==> src/rtl/lsu_pkg.sv <==
`default_nettype none
// ============================================================================
// Module   : lsu_pkg
// Brief    : RV32I load/store width codes, FSM state encoding, access checks.
// Revision : 1.0
// ============================================================================
package lsu_pkg;

   localparam logic [2:0] F3_B  = 3'b000;
   localparam logic [2:0] F3_H  = 3'b001;
   localparam logic [2:0] F3_W  = 3'b010;
   localparam logic [2:0] F3_BU = 3'b100;
   localparam logic [2:0] F3_HU = 3'b101;

   typedef enum logic [1:0] {
      S_IDLE = 2'd0,
      S_REQ  = 2'd1,
      S_WAIT = 2'd2,
      S_RESP = 2'd3
   } lsu_state_t;

   // Unsigned widths exist only for loads; any store with funct3[2] set is illegal.
   function automatic logic access_err(input logic       we,
                                       input logic [2:0] funct3,
                                       input logic [1:0] offset);
      logic err;
      case (funct3)
         F3_B:    err = 1'b0;
         F3_H:    err = offset[0];
         F3_W:    err = (offset != 2'b00);
         F3_BU:   err = we;
         F3_HU:   err = we | offset[0];
         default: err = 1'b1;
      endcase
      return err;
   endfunction

endpackage
`default_nettype wire

==> src/rtl/lsu_align.sv <==
`default_nettype none
// ============================================================================
// Module   : lsu_align
// Brief    : Byte-enable generation, store lane replication, load extraction.
// Revision : 1.0
// ============================================================================
module lsu_align
   import lsu_pkg::*;
#(
   parameter int DATA_WIDTH = 32
) (
   input  logic                  we,
   input  logic [2:0]            funct3,
   input  logic [1:0]            offset,
   input  logic [DATA_WIDTH-1:0] store_data,
   input  logic [DATA_WIDTH-1:0] load_word,
   output logic [3:0]            be,
   output logic [DATA_WIDTH-1:0] lane_wdata,
   output logic [DATA_WIDTH-1:0] load_data
);

   logic [DATA_WIDTH-1:0] shifted;

   always_comb begin
      shifted    = load_word >> {offset, 3'b000};
      be         = 4'b1111;
      lane_wdata = store_data;
      load_data  = shifted;
      case (funct3)
         F3_B: begin
            if (we) be = 4'b0001 << offset;
            lane_wdata = {(DATA_WIDTH/8){store_data[7:0]}};
            load_data  = {{(DATA_WIDTH-8){shifted[7]}}, shifted[7:0]};
         end
         F3_H: begin
            if (we) be = 4'b0011 << offset;
            lane_wdata = {(DATA_WIDTH/16){store_data[15:0]}};
            load_data  = {{(DATA_WIDTH-16){shifted[15]}}, shifted[15:0]};
         end
         F3_BU: load_data = {{(DATA_WIDTH-8){1'b0}}, shifted[7:0]};
         F3_HU: load_data = {{(DATA_WIDTH-16){1'b0}}, shifted[15:0]};
         default: ;
      endcase
   end

endmodule
`default_nettype wire

==> src/rtl/load_store_unit.sv <==
`default_nettype none
// ============================================================================
// Module   : load_store_unit
// Brief    : Single-outstanding RV32I load/store unit with req/gnt memory port.
// Revision : 1.0
// ============================================================================
module load_store_unit
   import lsu_pkg::*;
#(
   parameter int DATA_WIDTH = 32
) (
   input  logic                  clk,
   input  logic                  reset,
   input  logic                  req_valid,
   output logic                  req_ready,
   input  logic                  req_we,
   input  logic [2:0]            req_funct3,
   input  logic [DATA_WIDTH-1:0] req_addr,
   input  logic [DATA_WIDTH-1:0] req_wdata,
   output logic                  mem_req,
   input  logic                  mem_gnt,
   output logic                  mem_we,
   output logic [DATA_WIDTH-1:0] mem_addr,
   output logic [3:0]            mem_be,
   output logic [DATA_WIDTH-1:0] mem_wdata,
   input  logic                  mem_rvalid,
   input  logic [DATA_WIDTH-1:0] mem_rdata,
   output logic                  rsp_valid,
   output logic [DATA_WIDTH-1:0] rsp_rdata,
   output logic                  rsp_err
);

   lsu_state_t            state;
   lsu_state_t            state_next;
   logic                  we_q;
   logic [2:0]            funct3_q;
   logic [DATA_WIDTH-1:0] addr_q;
   logic [DATA_WIDTH-1:0] wdata_q;
   logic [DATA_WIDTH-1:0] rdata_q;
   logic                  err_q;

   logic                  accept;
   logic                  req_err;
   logic [3:0]            be;
   logic [DATA_WIDTH-1:0] lane_wdata;
   logic [DATA_WIDTH-1:0] load_data;

   assign req_ready = (state == S_IDLE);
   assign accept    = req_valid && req_ready;
   assign req_err   = access_err(req_we, req_funct3, req_addr[1:0]);

   always_ff @(posedge clk) begin
      if (!reset) begin
         state    <= S_IDLE;
         we_q     <= 1'b0;
         funct3_q <= 3'b000;
         addr_q   <= '0;
         wdata_q  <= '0;
         rdata_q  <= '0;
         err_q    <= 1'b0;
      end else begin
         state <= state_next;
         if (accept) begin
            we_q     <= req_we;
            funct3_q <= req_funct3;
            addr_q   <= req_addr;
            wdata_q  <= req_wdata;
            err_q    <= req_err;
         end
         if ((state == S_WAIT) && mem_rvalid) begin
            rdata_q <= mem_rdata;
         end
      end
   end

   always_comb begin
      state_next = state;
      case (state)
         S_IDLE: if (accept)     state_next = req_err ? S_RESP : S_REQ;
         S_REQ:  if (mem_gnt)    state_next = we_q ? S_RESP : S_WAIT;
         S_WAIT: if (mem_rvalid) state_next = S_RESP;
         S_RESP:                 state_next = S_IDLE;
         default:                state_next = S_IDLE;
      endcase
   end

   lsu_align #(
      .DATA_WIDTH (DATA_WIDTH)
   ) u_align (
      .we         (we_q),
      .funct3     (funct3_q),
      .offset     (addr_q[1:0]),
      .store_data (wdata_q),
      .load_word  (rdata_q),
      .be         (be),
      .lane_wdata (lane_wdata),
      .load_data  (load_data)
   );

   // Memory port is driven only while requesting so it stays quiet otherwise.
   assign mem_req   = (state == S_REQ);
   assign mem_we    = mem_req && we_q;
   assign mem_addr  = mem_req ? {addr_q[DATA_WIDTH-1:2], 2'b00} : '0;
   assign mem_be    = mem_req ? be : 4'b0000;
   assign mem_wdata = mem_req ? lane_wdata : '0;

   assign rsp_valid = (state == S_RESP);
   assign rsp_err   = rsp_valid && err_q;
   assign rsp_rdata = (rsp_valid && !err_q && !we_q) ? load_data : '0;

endmodule
`default_nettype wire

==> config.mk <==
export PLATFORM = sky130hd
export DESIGN_NAME = load_store_unit
export DESIGN_NICKNAME = d
export VERILOG_FILES = /design/src/rtl/lsu_pkg.sv /design/src/rtl/lsu_align.sv /design/src/rtl/load_store_unit.sv
export SDC_FILE = /design/constraint.sdc
export NUM_CORES = 1
export LEC_CHECK = 0
export CAP_MARGIN = 20
export CORE_UTILIZATION = 50
export DETAILED_ROUTE_END_ITERATION = 8
export DONT_BUFFER_PORTS = 1
export GPL_ROUTABILITY_DRIVEN = 0
export MAX_ROUTING_LAYER = met4
export PLACE_DENSITY = 0.71
export SETUP_SLACK_MARGIN = 0.05
export SYNTH_ARGS = -nofsm -noshare
export SYNTH_HDL_FRONTEND = slang
export SYNTH_SLANG_ARGS = --single-unit
==> constraint.sdc <==
create_clock -name clk -period 2 [get_ports clk]
set_input_delay 0.3 -clock clk [delete_from_list [all_inputs] [get_ports clk]]
set_output_delay 0.3 -clock clk [all_outputs]
set_load 0.02 [all_outputs]
=== Word-level counts from Yosys, hierarchy flattened ===
Index checks and enable logic that the tools add are counted.

* Shifts and indexed selects: 3
* Bitwise operators: 1
* Equality and inequality tests: 13
* Reduce and logical (&&, ||, !) cells: 13
* Multiplexer cells: 16

{| class="wikitable"
|+ Operator list
! operator !! count
|-
| $pmux W32 S4 || 1
|-
| $mux W32 || 3
|-
| $pmux W32 S2 || 1
|-
| $shr A32 B5 Y32 || 1
|-
| $eq A3 B3 Y1 const B || 4
|-
| $mux W4 || 3
|-
| $mux W2 || 4
|-
| $pmux W2 S4 || 1
|-
| $pmux W4 S2 || 1
|-
| $eq A3 B1 Y1 const B || 2
|-
| $logic_and A1 B1 Y1 || 6
|-
| $logic_not A3 Y1 || 2
|-
| $pmux W1 S5 || 1
|-
| $eq A2 B2 Y1 const B || 2
|-
| $ne A2 B1 Y1 const B || 2
|-
| $shl A1 B2 Y4 const A || 1
|-
| $shl A2 B2 Y4 const A || 1
|-
| $eq A3 B2 Y1 const B || 1
|-
| $reduce_and A3 Y1 || 1
|-
| $eq A2 B1 Y1 const B || 1
|-
| $logic_not A1 Y1 || 2
|-
| $logic_not A2 Y1 || 1
|-
| $ne A2 B2 Y1 const B || 1
|-
| $reduce_bool A2 Y1 || 1
|-
| other kinds (2) || 2
|}

* Logic and storage cells: 53
* Register bits after elaboration: 103
* Output and inout bits: 105

=== Longest topological paths before layout ===
* Word-level depth: 5
* Gate-level depth with buffers: 8
* Mapped depth without buffers: 6

=== Modules after synthesis ===
A second synthesis with hierarchy kept.

* Cell total of the unflattened synthesis: 765
* Area total of the unflattened synthesis: 5765.5 um^2

{| class="wikitable"
|+ Modules (own cells, without submodules)
! module !! area each (um^2) !! instances !! cells an instance
|-
| load_store_unit || 4377.9 || 1 || 578
|-
| lsu_align || 1387.6 || 1 || 187
|}

=== Worst setup path before layout ===
Ideal clock, no wire load.

* Path kind: register to output
* Start: register state[0]
* End: output port rsp_rdata[5]
* Cell stages (with the launch flop): 6
* Path slack: -0.171 ns
* Arrival time: 1.871 ns
* Cell sequence: dfxtp_1 ha_1 or3b_1 buf_6 clkbuf_1 a211oi_1

* Cells in the longest elaborated chain, start to end: 4

{| class="wikitable"
|+ RTL lines
! what !! RTL line !! text
|-
| start: declaration || load_store_unit.sv:33 || <nowiki>lsu_state_t state;</nowiki>
|-
| start signal: assignment || load_store_unit.sv:62 || <nowiki>state <= state_next;</nowiki>
|-
| $eq A2 B2 Y1 || load_store_unit.sv:107 || <nowiki>assign rsp_valid = (state == S_RESP);</nowiki>
|-
| via rsp_valid || load_store_unit.sv:28 || <nowiki>output logic rsp_valid,</nowiki>
|-
| $logic_and A1 B1 Y1 (2 in series) || load_store_unit.sv:109 || <nowiki>assign rsp_rdata = (rsp_valid && !err_q && !we_q) ? load_data : '0;</nowiki>
|-
| $mux W32 || load_store_unit.sv:109 ||
|-
| end: declaration || load_store_unit.sv:29 || <nowiki>output logic [DATA_WIDTH-1:0] rsp_rdata,</nowiki>
|}

The timed path passes the listed nets, and every way through them passes these cells.

=== Worst setup path after layout ===
* Start: register state[0]
* End: output port rsp_rdata[6]

* Cells in the longest elaborated chain, start to end: 4

{| class="wikitable"
|+ RTL lines
! what !! RTL line
|-
| $eq A2 B2 Y1 || load_store_unit.sv:107
|-
| $logic_and A1 B1 Y1 (2 in series) || load_store_unit.sv:109
|-
| $mux W32 || load_store_unit.sv:109
|}

Every way passes these cells.

==> run metrics <==
Crit Path Category reg2out; most used cell, CP buf_4; part of the power in the clock network 0.159; Yosys warning total 0; DP Cell Count 887; die footprint 0.01089 mm^2; Period minus WS final 2.379 ns; Synth Instances 731; worst-path cell chain ha_4 > or3b_4 > buf_4 > buf_12 > a211oi_2 > buf_4; final count of hold timing violations 0; grt met3 use 0.06328; H-tree levels 3; Layout Nets 907; Fmax 420.3 MHz; post-DP HPWL 10.77 mm; post-route clock period utilization 1.190; Initial Utilization 0.5122; mean routed wirelength per cell 18.89 um; Min-Delay Startpoint req_wdata[26]; Clock Skew 0.01531 ns; library cells used by synthesis 38; Via density 5.954; Internal 4570 uW; switching part of the total 0.4221; core outline area 0.01023 mm^2; Worst Reg2Reg Path Length in Cells 8; Reg2Reg Capture Point state[1]$_SDFFE_PN0P_; Sw Pwr 3338 uW; vias in the first global route 4838; Die Y 104.4 um; Hold Path Class in2reg; status complete, but fails checks; largest net degree at the start of global routing 59; Final setup viols 46; GRT Total Usage 0.2795; Setup TNS -8.804 ns; Pwr Density 1101 mW/mm^2; commonest non-fill, non-tap cell in the layout nand2_1; First DRT Iteration DRCs 595; Port Buffers 0; syn avg cell area 7.168 um^2; GRT Max-Usage Layer met2; Worst Path Max Fanout 16; die width 104.4 um; TritonCTS clock tree yes; hold path endpoint wdata_q[26]$_SDFFE_PN0P_; FP Rows 37; critical path's slowest cell or3b_4; antenna-violating nets left 0; required time of the worst setup path 1.70 ns; RR Startpoint state[1]$_SDFFE_PN0P_; combinational power share 0.502; share of the yosys chip area belonging to registers 0.3935; Post-Syn Area 0.005240 mm^2; GRT overflow 0; total clock sinks 103; Hold WS 0.04926 ns; met2 Use GR 0.4342; Leak Pwr 0.002735 uW; commonest cells after routing, fill and taps aside 237 x nand2_1, 111 x a21oi_1, 96 x dfxtp_1; vias post-DR 5561; Root Buffer clkbuf_8; final worst setup slack -0.3791 ns; Pins Over Slew Limit 0; layout cell share with drive strength beyond 1 0.3346; fin cells 934; FF-to-FF setup slack 0.20 ns; worst slew pin tran 0.6034 ns; IO Count 210; nature of the critical path startpoint flop; worst hold path stage count 2; Pre-antenna DRT Iters 8; Crit path largest cell delay 0.43 ns; relative slew slack 0.5978; worst vdd ir 0.0004705 V; Max-Cap Viols 0; RSZ-0062 raised after global routing yes; Tot Pwr 7908 uW; Num CTS Buffers 9; violated checks negative setup slack; total detailed-routing wirelength 17.64 mm; Yosys reg bits 103; Worst EP arrival 2.08 ns; Clock Latency Late Sink 0.38 ns; Max Buffers Root-to-Sink 2; first-pass GRT wire length 23.84 mm; Area Growth Syn to Fin 37.03%; diodes inserted 0; Finished Core Util 0.7018; critical path capture point type primary output; sequential power share 0.339; DR DRC count 0; antenna violations before repair 0; fill count 744; met1 Use GR 0.3395; Clock transition at path regs 0.11 ns
metal layers:
metal,part of all wire,vias up
met4,0.039,0
met3,0.097,62
met5,0,-
met2,0.48,346
met1,0.39,2625
li1,-,2528
area by class of cell:
type / count / area, um^2 / share of cell area
multi-input cells: 561 / 3488 / 0.4858
flip-flops and latches: 103 / 2076 / 0.2891
repair buffers: 109 / 1209 / 0.1683
well taps: 136 / 170.2 / 0.02370
clock buffers: 12 / 155.1 / 0.02161
inverters: 9 / 55.05 / 0.007667
clock inverters: 4 / 27.53 / 0.003833
flip-flops by register name, summed over array words and instances (netlist names):
register / flops
wdata_q: 32
funct3_q: 3
state: 2
addr_q: 32
err_q: 1
we_q: 1
rdata_q: 32
per-stage QoR:
step | cell area (um^2) | setup WS (ns)
floorplan | 5298 | 0.04115
global placement | 5864 | -0.008649
detailed placement | 5864 | -0.1771
CTS | 6335 | -0.2546
global route | 7181 | -0.4341
finish | 7181 | -0.3791
critical path: cells and delay by family, from the launching register on:
family          cells  cell delay [ns]
compound gates      1             0.22
simple gates        1             0.43
buf+inv             3             0.53
flops               1             0.37
fa+ha+maj           1             0.15
how the worst max path moves through the flow:
stage | startpoint | cells after the start | slack, ns | end
2_1_floorplan | state[1]$_SDFFE_PN0P_ | 6 | 0.04 | mem_be[3]
4_1_cts | state[0]$_SDFFE_PN0P_ | 6 | -0.25 | rsp_rdata[17]
5_1_grt | state[0]$_SDFFE_PN0P_ | 6 | -0.43 | rsp_rdata[22]
3_3_place_gp | addr_q[1]$_SDFFE_PN0P_ | 5 | -0.009 | rsp_rdata[18]
6_report | state[0]$_SDFFE_PN0P_ | 6 | -0.38 | rsp_rdata[6]
3_5_place_dp | addr_q[1]$_SDFFE_PN0P_ | 5 | -0.18 | rsp_rdata[17]
cell usage after synthesis:
master    number  area share
clkinv_1       2      0.0014
a21oi_1      137        0.13
o21ai_2        1      0.0017
a31oi_1        1      0.0012
o22ai_1        1      0.0012
buf_4          5      0.0072
a221oi_1       2      0.0033
and2_1        43       0.051
or2_1          1      0.0012
clkbuf_1      42       0.030
or3b_1         1      0.0017
conb_1         1     0.00072
nand2b_1       3      0.0036
a211o_1        7       0.012
a211oi_1      22       0.032
nor2_1        13      0.0093
nor3_1         2      0.0019
o21ai_0        9      0.0086
or3_1          1      0.0012
nor3b_2        1      0.0024
buf_1          5      0.0036
mux2i_1       19       0.036
nor4_1         1      0.0012
a22oi_1        1      0.0014
buf_2          6      0.0057
inv_1          7      0.0050
ha_1           9       0.021
xnor2_1        1      0.0017
nor2_4         1      0.0021
nor4b_4        1      0.0045
mux2_2         8       0.017
o41ai_1        1      0.0017
dfxtp_1      103        0.39
a21o_1         1      0.0014
nor2b_1        8      0.0096
o221ai_1       1      0.0017
nand2_1      262        0.19
buf_6          1      0.0021
timing repair:
action / 4_1_cts / 5_1_grt
hold buffers: 0 / 0
endpoints found under the setup margin: 91 / 61
resized for setup: 52 / 178
cloned: 0 / 8
setup buffers: 9 / 15
pin swaps: 11 / 22
power groups by stage:
stage	Sequential (uW)	Clock, uW	Combinational [uW]
5_1_grt	2710	1340	4220
3_5_place_dp	2660	0	2670
4_1_cts	2630	1270	2880
2_1_floorplan	2570	0	1900
3_3_place_gp	2650	0	2590
6_report	2680	1260	3970
cells by family after synthesis:
| group | count (synthesis) | share of synthesized area |
|---|---|---|
| buffers and inverters | 68 | 0.05516 |
| AND/OR/NAND/NOR | 338 | 0.2777 |
| XOR/XNOR | 1 | 0.001672 |
| adder cells (fa/ha/maj) | 9 | 0.02149 |
| multiplexers | 27 | 0.05349 |
| other | 1 | 0.0007156 |
| AO/OA/AOI/OAI | 184 | 0.1963 |
| flip-flops | 103 | 0.3935 |
Note: power is estimated with default switching activity, not from simulation.
